===== src/rtl/mbist_decoder_if.sv =====
// Bus between the MBIST controller and the data-background decoder.
// Optional 'inv' select is present only when MBIST_DECODER_INV_EN is defined.
interface mbist_decoder_if #(
  parameter int unsigned DATA_WIDTH = 8
);
  logic [2:0]            q;
`ifdef MBIST_DECODER_INV_EN
  logic                  inv;
`endif
  logic [DATA_WIDTH-1:0] data_t;
  logic                  pat_valid;
  logic [DATA_WIDTH-1:0] data_r;
  logic                  valid_r;

  // Controller side: selects the pattern, consumes the words.
  modport master (
    output q,
`ifdef MBIST_DECODER_INV_EN
    output inv,
`endif
    input  data_t,
    input  pat_valid,
    input  data_r,
    input  valid_r
  );

  // Decoder side.
  modport slave (
    input  q,
`ifdef MBIST_DECODER_INV_EN
    input  inv,
`endif
    output data_t,
    output pat_valid,
    output data_r,
    output valid_r
  );
endinterface


===== src/rtl/mbist_decoder.sv =====
// MBIST data-background decoder: 3-bit pattern select -> DATA_WIDTH-bit word.
// data_t/pat_valid are combinational; data_r/valid_r are a one-cycle registered
// copy that is forced to zero for illegal codes, so it never holds X.
// Optional feature: define MBIST_DECODER_INV_EN to add the 'inv' complement select.
module mbist_decoder #(
  parameter int unsigned DATA_WIDTH = 8
) (
  input logic           clk,
  input logic           rst_n,
  mbist_decoder_if.slave bus
);

  localparam logic [DATA_WIDTH-1:0] PAT_CHK  = {(DATA_WIDTH/2){2'b10}};
  localparam logic [DATA_WIDTH-1:0] PAT_ICHK = {(DATA_WIDTH/2){2'b01}};
  localparam logic [DATA_WIDTH-1:0] PAT_HI   = {{(DATA_WIDTH/2){1'b1}}, {(DATA_WIDTH/2){1'b0}}};
  localparam logic [DATA_WIDTH-1:0] PAT_LO   = {{(DATA_WIDTH/2){1'b0}}, {(DATA_WIDTH/2){1'b1}}};

  logic [DATA_WIDTH-1:0] data_t_c;
  logic                  pat_valid_c;
  logic [DATA_WIDTH-1:0] data_r_d, data_r_q;
  logic                  valid_r_d, valid_r_q;

  // Pattern table; illegal or unknown codes fall into the default and drive X.
  always_comb begin
    data_t_c    = '0;
    pat_valid_c = 1'b0;
    case (bus.q)
      3'b000:  begin data_t_c = PAT_CHK;  pat_valid_c = 1'b1; end
      3'b001:  begin data_t_c = PAT_ICHK; pat_valid_c = 1'b1; end
      3'b010:  begin data_t_c = PAT_HI;   pat_valid_c = 1'b1; end
      3'b011:  begin data_t_c = PAT_LO;   pat_valid_c = 1'b1; end
      3'b100:  begin data_t_c = '0;       pat_valid_c = 1'b1; end
      3'b101:  begin data_t_c = '1;       pat_valid_c = 1'b1; end
      default: begin data_t_c = 'x;       pat_valid_c = 1'b0; end
    endcase
`ifdef MBIST_DECODER_INV_EN
    if (pat_valid_c && bus.inv) data_t_c = ~data_t_c;
`endif
  end

  // Next registered value: only legal patterns are captured.
  always_comb begin
    data_r_d  = '0;
    valid_r_d = pat_valid_c;
    if (pat_valid_c) data_r_d = data_t_c;
  end

  // Registered copy for pipelined compare logic.
  always_ff @(posedge clk or negedge rst_n) begin
    if (!rst_n) begin
      data_r_q  <= '0;
      valid_r_q <= 1'b0;
    end else begin
      data_r_q  <= data_r_d;
      valid_r_q <= valid_r_d;
    end
  end

  assign bus.data_t    = data_t_c;
  assign bus.pat_valid = pat_valid_c;
  assign bus.data_r    = data_r_q;
  assign bus.valid_r   = valid_r_q;

endmodule


===== src/flat_wrapper.sv =====
// flat-port wrapper written by rule: the top's interface ports become plain ports
module mbist_decoder_flat 
#(
  parameter int unsigned DATA_WIDTH = 8
)
  (clk, rst_n, bus_q, bus_data_t, bus_pat_valid, bus_data_r, bus_valid_r);
  mbist_decoder_if #(.DATA_WIDTH(DATA_WIDTH)) bus_i ();
  input logic clk;
  input logic rst_n;
  input wire logic [$bits(bus_i.q)-1:0] bus_q;
  output wire logic [$bits(bus_i.data_t)-1:0] bus_data_t;
  output wire logic [$bits(bus_i.pat_valid)-1:0] bus_pat_valid;
  output wire logic [$bits(bus_i.data_r)-1:0] bus_data_r;
  output wire logic [$bits(bus_i.valid_r)-1:0] bus_valid_r;
  assign bus_i.q = bus_q;
  assign bus_data_t = bus_i.data_t;
  assign bus_pat_valid = bus_i.pat_valid;
  assign bus_data_r = bus_i.data_r;
  assign bus_valid_r = bus_i.valid_r;
  mbist_decoder #(.DATA_WIDTH(DATA_WIDTH)) u_core (.clk(clk), .rst_n(rst_n), .bus(bus_i));
endmodule

===== config.mk =====
export PLATFORM = sky130hd
export DESIGN_NAME = mbist_decoder_flat
export DESIGN_NICKNAME = d
export VERILOG_FILES = /design/src/rtl/mbist_decoder_if.sv /design/src/rtl/mbist_decoder.sv /design/src/flat_wrapper.sv
export SDC_FILE = /design/constraint.sdc
export NUM_CORES = 1
export LEC_CHECK = 0
export ABC_AREA = 1
export CAP_MARGIN = 20
export CORE_AREA = 2 2 39 41
export CTS_BUF_LIST = sky130_fd_sc_hd__clkbuf_16
export DETAILED_ROUTE_END_ITERATION = 10
export DIE_AREA = 0 0 41 43
export PLACE_DENSITY = 0.56
export SYNTH_ARGS = -nofsm -noshare
export SYNTH_HDL_FRONTEND = slang
export SYNTH_SLANG_ARGS = --single-unit

===== constraint.sdc =====
create_clock -name clk -period 1.7 [get_ports clk]
set_clock_uncertainty 0.05 [all_clocks]
set_input_delay 0.425 -clock clk [delete_from_list [all_inputs] [get_ports clk]]
set_output_delay 0.425 -clock clk [all_outputs]
set_load 0.01 [all_outputs]

==> results.cfg, run 1 <==
[power]
p_leak_nw = 0.288
ir_drop_mv = 0.337
switching_share = 0.207
p_int_w = 0.000499
p_comb_frac = 0.190
p_sw_w = 0.000130
pwr-share-seq = 0.210
power_density_mw_per_mm2 = 1100
p_clk_frac = 0.601

[detailed_routing]
routedWlPerCell_um = 7.91
wl_um = 593
ant_nets = 0
viasPerCell = 3.65
vias = 274
remaining_drc_errors = 0
drt_iter0_markers = 1
dr.pass1.iters = 2

[timing]
final-setup-viol-count = 0
maxSlewViolCount = 0
hold_viol = 0
rsz0062_at_grt = true
final.period_utilization = 0.976
tightestPinTransition_ns = 0.219
whs_ns = 0.368
post-route-min-period_ns = 1.66
layout_setup_ws_ns = 0.0410
max_freq_mhz = 603
relSlewSlack = 0.854

[die]
core-area_mm2 = 0.00138
dieArea_mm2 = 0.00176
fp.dieH_um = 43
pin_count = 23
fp-row-count = 14
start_util = 0.202
die_w_um = 41

[grt]
antenna_found_initial = 0
grt_overflow_total = 0
grt_pass1_wl_um = 897
grt_use_total = 0.0795
grt_start_max_net_pins = 6
grt_pass1_vias = 246

[critical_path]
cp.required_ns = 1.22
critPathArrivalTime_ns = 1.18
critPathSlowestCell = dlygate4sd2_1
crit_path_end_kind = output pin
critPathMaxFanout = 4
cp-start-kind = primary input
path_delay_family = buffers and inverters
setup.worst_path.class = primary input to output pin
crit_chain = clkdlybuf4s15_2 > o21ai_1 > nand2_1 > dlygate4sd2_1
path_buf_inv = 2
critPathMaxStageDelay_ns = 0.29

[placed_design]
pre_cts_ws_ns = -0.590
placed_area_um2 = 519
gp_congestion = 0.686
port-buffer-count = 22

[clock_network]
clkSinkCount = 5
cts_tree = built
root_buffer = clkbuf_16
cts_buffers = 3
clk_pin_slew_ns = 0.03
htree_levels = 1
cts_buffer_depth = 2

[logic_synthesis]
syn_nets = 38
syn_inst = 33
netlist-cell-type-count = 12
syn-cell-area_um2 = 279
avgSynthCellArea_um2 = 8.46
ys_ff_latch = 5
seq_area_frac_synth = 0.448
yosysWarningCount = 0

[run_status]
status = completed

[cells_and_area]
drive_gt1_frac = 0.441
fillers = 156
fin_area_um2 = 572
area_growth_pct = 105
mostFrequentLayoutCells = 10 x clkdlybuf4s50_1, 8 x buf_4, 5 x dfrtp_1
nNetsFinal = 65
regArea_um2 = 125
layout_commonest_cell = clkdlybuf4s50_1
n_antenna_cell = 0
multi_input_area_um2 = 85.1

[run]
maxCapViolCount = 0

[min_path]
min_path_type = primary input to asynchronous set/reset pin
==> sequential cells by signal, summed over array words and instances (netlist names) <==
register            cells
u_core.bus.data_r       4
u_core.bus.valid_r      1
==> synth_stat cells <==
| library cell | n | area (µm²) |
|---|---|---|
| nor2_1 | 4 | 15.0 |
| dfrtp_1 | 5 | 125 |
| nor2_2 | 1 | 6.26 |
| nand2_1 | 5 | 18.8 |
| inv_2 | 1 | 3.75 |
| inv_1 | 3 | 11.3 |
| a21oi_1 | 2 | 10.0 |
| a21oi_2 | 1 | 8.76 |
| o21ai_0 | 1 | 5.00 |
| nand3_1 | 1 | 5.00 |
| buf_4 | 8 | 60.1 |
| nand3_2 | 1 | 10.0 |
==> worst paths after layout <==
path,start,end,cells past startpoint
worst max-delay path,bus_q[1],bus_data_t[7],4
worst min-delay path,rst_n,u_core.bus.valid_r$_DFF_PN0_,1
max in group asynchronous,rst_n,u_core.bus.data_r[3]$_DFF_PN0_,1
min in group clk,bus_q[1],u_core.bus.data_r[4]$_DFF_PN0_,3
==> power groups by stage <==
| stage | logic (W) | registers (W) | clock network, W |
|---|---|---|---|
| after floorplan | 0.0000561 | 0.000138 | 0 |
| after global placement | 0.000135 | 0.000133 | 0 |
| after detailed placement | 0.000136 | 0.000133 | 0 |
| after CTS | 0.000123 | 0.000132 | 0.000387 |
| after global routing | 0.000133 | 0.000133 | 0.000394 |
| final | 0.000119 | 0.000132 | 0.000378 |
==> layout make-up <==
class | instances | share of cell area
timing repair buffer | 30 | 0.433
clock inverter | 1 | 0.00656
tap | 16 | 0.0350
inverter | 4 | 0.0263
multi-input combinational | 16 | 0.149
sequential | 5 | 0.219
clock buffer | 3 | 0.131
==> what timing repair did <==
action / 4_1_cts / 5_1_grt
endpoints found under the setup margin: 9 / 6
pin swaps: 1 / 0
gates resized for setup: 26 / 8
buffers inserted: 0 / 0
hold buffers: 0 / 0
==> per-stage QoR <==
stage	std cells	TNS (ns)	utilization	power [W]
floorplan	33	0	-	0.000194
detailed placement	71	-5.06	0.375	0.000269
global placement	71	-5.03	0.375	0.000268
finish	75	0	0.413	0.000629
global route	75	-0.0982	0.413	0.000660
CTS	75	-0.0145	0.424	0.000642
==> routing by layer <==
| metal | vias up | routed length, µm | global-route usage |
|---|---|---|---|
| met5 | - | 0 | 0 |
| met4 | 0 | 0 | 0.100 |
| met3 | 0 | 79 | 0.0157 |
| met2 | 15 | 296 | 0.113 |
| met1 | 114 | 217 | 0.0809 |
| li1 | 145 | - | - |
==> cells by family (layout without fill, tap and decap cells) <==
family          count (synthesis)  in the layout  synth area share
simple gates                   12             12             0.197
buf+inv                        12             38             0.269
flops                           5              5             0.448
compound gates                  4              4            0.0852
Power figures use the tool's default switching activity.
==> run 2: changes to the inputs <==
--- a/config.mk
+++ b/config.mk
@@ -12,6 +12,7 @@
 export DETAILED_ROUTE_END_ITERATION = 10
 export DIE_AREA = 0 0 41 43
 export PLACE_DENSITY = 0.56
+export SETUP_SLACK_MARGIN = 0.5
 export SYNTH_ARGS = -nofsm -noshare
 export SYNTH_HDL_FRONTEND = slang
 export SYNTH_SLANG_ARGS = --single-unit
==> run 2 against run 1 <==
Power up 11%; final area up 41%; cell count up 13%; flip-flop and latch count unchanged; fmax up 10%; worst setup slack better by 0.16 ns; count of clock-buffer cells in the layout unchanged; hold slack worse by 0.0029 ns; largest power group unchanged.
==> results.cfg, run 2 (synthesis results as in run 1) <==
[critical_path]
crit_path_end_kind = output pin
setup.worst_path.class = primary input to output pin
critPathMaxFanout = 3
cp.required_ns = 1.22
cp-start-kind = primary input
critPathArrivalTime_ns = 1.03

[clock_network]
cts_buffers = 3
cts_buffer_depth = 2
root_buffer = clkbuf_16
cts_tree = built
postCtsHoldBufs = 0
htree_levels = 1
clk_pin_slew_ns = 0.03
clkSinkCount = 5

[placed_design]
dpl.hpwl_um = 571
dp_cells = 75
port-buffer-count = 22
gp_congestion = 0.690

[cells_and_area]
finalNonFillerCells = 85
regArea_um2 = 125
mostFrequentLayoutCells = 20 x buf_6, 10 x buf_4, 8 x buf_2
drive_gt1_frac = 0.841
multi_input_area_um2 = 170
area_growth_pct = 189
layout_commonest_cell = buf_6
nNetsFinal = 75
final_core_util = 0.583
n_antenna_cell = 0
largest_reg_flops = 4
fillers = 137

[timing]
post-route-min-period_ns = 1.50
maxSlewViolCount = 0
final.period_utilization = 0.884
final-setup-viol-count = 0
rsz0062_at_grt = true
relSlewSlack = 0.859
fin_tns_setup_ns = 0
hold_viol = 0
tightestPinTransition_ns = 0.210
max_freq_mhz = 665

[detailed_routing]
vias = 336
dr.pass1.iters = 1
wl_um = 781
viasPerCell = 3.95
drt_iter0_markers = 0
routedWlPerCell_um = 9.19
remaining_drc_errors = 0
ant_nets = 0

[power]
ir_drop_mv = 0.586
p_leak_nw = 0.395
power_density_mw_per_mm2 = 867

[run_status]
status = completed

[die]
dieArea_mm2 = 0.00176
start_util = 0.202
core-area_mm2 = 0.00138
pin_count = 23
die_w_um = 41
fp-row-count = 14
fp.dieH_um = 43

[grt]
grt_overflow_total = 0
grt_use_total = 0.102
grt_pass1_wl_um = 1240
antenna_found_initial = 0
grt_pass1_vias = 300
grt_start_max_net_pins = 6

[min_path]
min_path_type = primary input to asynchronous set/reset pin

[run]
maxCapViolCount = 0
## run 2: changes by cell type in the layout (fill, tap and decap cells not counted), sizes merged
| cell | before | now |
|---|---|---|
| clkdlybuf4s50 | 10 | 1 |
| buf | 10 | 39 |
| clkdlybuf4s15 | 2 | 0 |
| dlygate4sd2 | 4 | 0 |
| clkbuf | 7 | 3 |
## run 2: worst max-delay path by stage
stage	start	to	slack (ns)	depth (start not counted)
after floorplan	bus_q[1]	bus_data_t[3]	0.39	4
after global placement	bus_q[2]	bus_data_t[3]	-0.66	7
after detailed placement	bus_q[2]	bus_data_t[3]	-0.67	7
after CTS	bus_q[2]	bus_data_t[7]	0.20	6
after global routing	bus_q[2]	bus_data_t[3]	0.17	7
final	bus_q[2]	bus_data_t[7]	0.20	6
## run 2: per-stage QoR
step / hold WS [ns] / setup WS, ns / instance area, µm² / power [W]
floorplan: 0.0794 / 0.391 / 392 / 0.000221
global placement: 0.605 / -0.661 / 663 / 0.000310
detailed placement: 0.605 / -0.671 / 663 / 0.000312
CTS: 0.371 / 0.197 / 793 / 0.000704
global route: 0.394 / 0.170 / 807 / 0.000731
finish: 0.366 / 0.197 / 807 / 0.000700
## run 2: power breakdown
| group | total, W | switching, W | internal, W |
|---|---|---|---|
| logic | 0.000194 | 0.0000846 | 0.000109 |
| clock network | 0.000374 | 0.0000704 | 0.000304 |
| registers | 0.000132 | 0.00000352 | 0.000128 |
## run 2: cell type report
| class | count | share of cell area |
|---|---|---|
| flip-flops and latches | 5 | 0.155 |
| clock buffers | 3 | 0.0930 |
| clock inverters | 1 | 0.00465 |
| inverters | 4 | 0.0527 |
| repair buffers | 40 | 0.459 |
| well taps | 16 | 0.0248 |
| multi-input cells | 16 | 0.211 |
## run 2: what timing repair did
item	4_1_cts	5_1_grt
pin swaps	9	3
resized for setup	108	1
endpoints found under the setup margin	23	17
buffers inserted	5	1
## run 2: per-layer routing
layer  GRT usage  share of wire  up-vias
met2       0.163           0.54       16
met3           0          0.086        2
li1            -              -      167
met5           0              0        -
met1       0.120           0.35      151
met4      0.0800          0.029        0
## run 2: critical path, cell delays in order
cell and delay, ns:
buf_6 0.09, buf_12 0.13, buf_6 0.11, o21ai_4 0.05, nand2_2 0.08, buf_6 0.12
==> run 3: changes to the inputs <==
==> constraint.sdc (replaced) <==
create_clock -name clk -period 1.5 [get_ports clk]
set_clock_uncertainty 0.05 [all_clocks]
set_input_delay 0.375 -clock clk [delete_from_list [all_inputs] [get_ports clk]]
set_output_delay 0.375 -clock clk [all_outputs]
set_load 0.01 [all_outputs]
==> run 3 against run 2 <==
Sequential power rose by 13%; power rose by 16%; core utilization rose by 3.9 points; hold slack got worse by 0.044 ns.
==> results.cfg, run 3 (synthesis results as in run 1) <==
[critical_path]
cp-start-kind = primary input
cp.required_ns = 1.07
critPathArrivalTime_ns = 0.99
critPathMaxFanout = 3
crit_path_end_kind = output pin
setup.worst_path.class = primary input to output pin

[power]
p_leak_nw = 0.427
ir_drop_mv = 0.380
power_density_mw_per_mm2 = 943

[die]
dieArea_mm2 = 0.00176
fp.dieH_um = 43
start_util = 0.202
die_w_um = 41
core-area_mm2 = 0.00138
fp-row-count = 14
pin_count = 23

[clock_network]
cts_buffer_depth = 2
cts_tree = built
clk_pin_slew_ns = 0.03
clkSinkCount = 5
htree_levels = 1
cts_buffers = 3
root_buffer = clkbuf_16

[grt]
grt_pass1_wl_um = 1390
grt_pass1_vias = 354
antenna_found_initial = 0
grt_start_max_net_pins = 6
grt_overflow_total = 0
grt_use_total = 0.122

[detailed_routing]
viasPerCell = 3.96
ant_nets = 0
vias = 360
dr.pass1.iters = 2
routedWlPerCell_um = 9.53
remaining_drc_errors = 0
drt_iter0_markers = 4
wl_um = 867

[cells_and_area]
nNetsFinal = 81
n_antenna_cell = 0
largest_reg_flops = 4
mostFrequentLayoutCells = 19 x buf_6, 15 x buf_4, 8 x buf_2
final_core_util = 0.622
area_growth_pct = 209
fin_area_um2 = 861
drive_gt1_frac = 0.853
layout_commonest_cell = buf_6

[timing]
maxSlewViolCount = 0
layout_setup_ws_ns = 0.0849
rsz0062_at_grt = true
final-setup-viol-count = 0
tightestPinTransition_ns = 0.226
final.period_utilization = 0.943
post-route-min-period_ns = 1.42
relSlewSlack = 0.849
max_freq_mhz = 707
hold_viol = 0
fin_tns_setup_ns = 0
whs_ns = 0.321

[placed_design]
pre_cts_ws_ns = -0.762
gp_congestion = 0.759
port-buffer-count = 22
placed_area_um2 = 671
dpl.hpwl_um = 578

[min_path]
min_path_type = primary input to asynchronous set/reset pin

[run_status]
status = completed

[run]
maxCapViolCount = 0
-- run 3: cell count changes in the layout (fill, tap and decap cells not counted), sizes merged --
cell	previous run	this run
buf	39	45
-- run 3: area by class of cell --
cell class	count	area (µm²)
clock buffers	3	75.1
fillers	122	523
clock inverters	1	3.75
repair buffers	46	427
multi-input cells	16	170
flip-flops and latches	5	125
inverters	4	40.0
well taps	16	20.0
-- run 3: path summary, 6_finish.rpt --
kind,startpoint,to,slack (ns),depth (start not counted)
min in group clk,bus_q[0],u_core.bus.data_r[2]$_DFF_PN0_,0.55,5
max in group asynchronous,rst_n,u_core.bus.data_r[4]$_DFF_PN0_,0.89,1
hold / removal,rst_n,u_core.bus.valid_r$_DFF_PN0_,0.32,1
setup / recovery,bus_q[0],bus_data_t[1],0.08,6
-- run 3: metrics by stage --
stage	power [W]	std cells
4_1_cts	0.000806	87
6_report	0.000812	91
3_3_place_gp	0.000354	76
2_1_floorplan	0.000250	33
3_5_place_dp	0.000356	76
5_1_grt	0.000846	91
-- run 3: repair_timing --
item | CTS | global route
pin swaps | 10 | 4
setup endpoints to repair | 23 | 19
resized for setup | 106 | 4
hold endpoints to repair | 0 | 0
hold buffers | 0 | 0
buffers inserted | 7 | 4
-- run 3: worst max-delay path: stages --
cell and delay (ns):
buf_8 0.10, buf_8 0.12, buf_6 0.11, nand3_4 0.08
nand3_4 0.07, buf_6 0.12
-- run 3: layer usage --
layer	global-route usage	up-vias	part of all wire
met5	0	-	0
met4	0.120	0	0.029
met3	0.0157	3	0.075
met2	0.213	17	0.63
met1	0.103	163	0.27
li1	-	177	-
-- run 3: where the power goes --
group	switching [W]	leakage, nW	internal, W	total, W
clock network	0.0000838	0.0423	0.000345	0.000429
registers	0.00000380	0.0593	0.000146	0.000149
logic	0.0000985	0.326	0.000135	0.000234
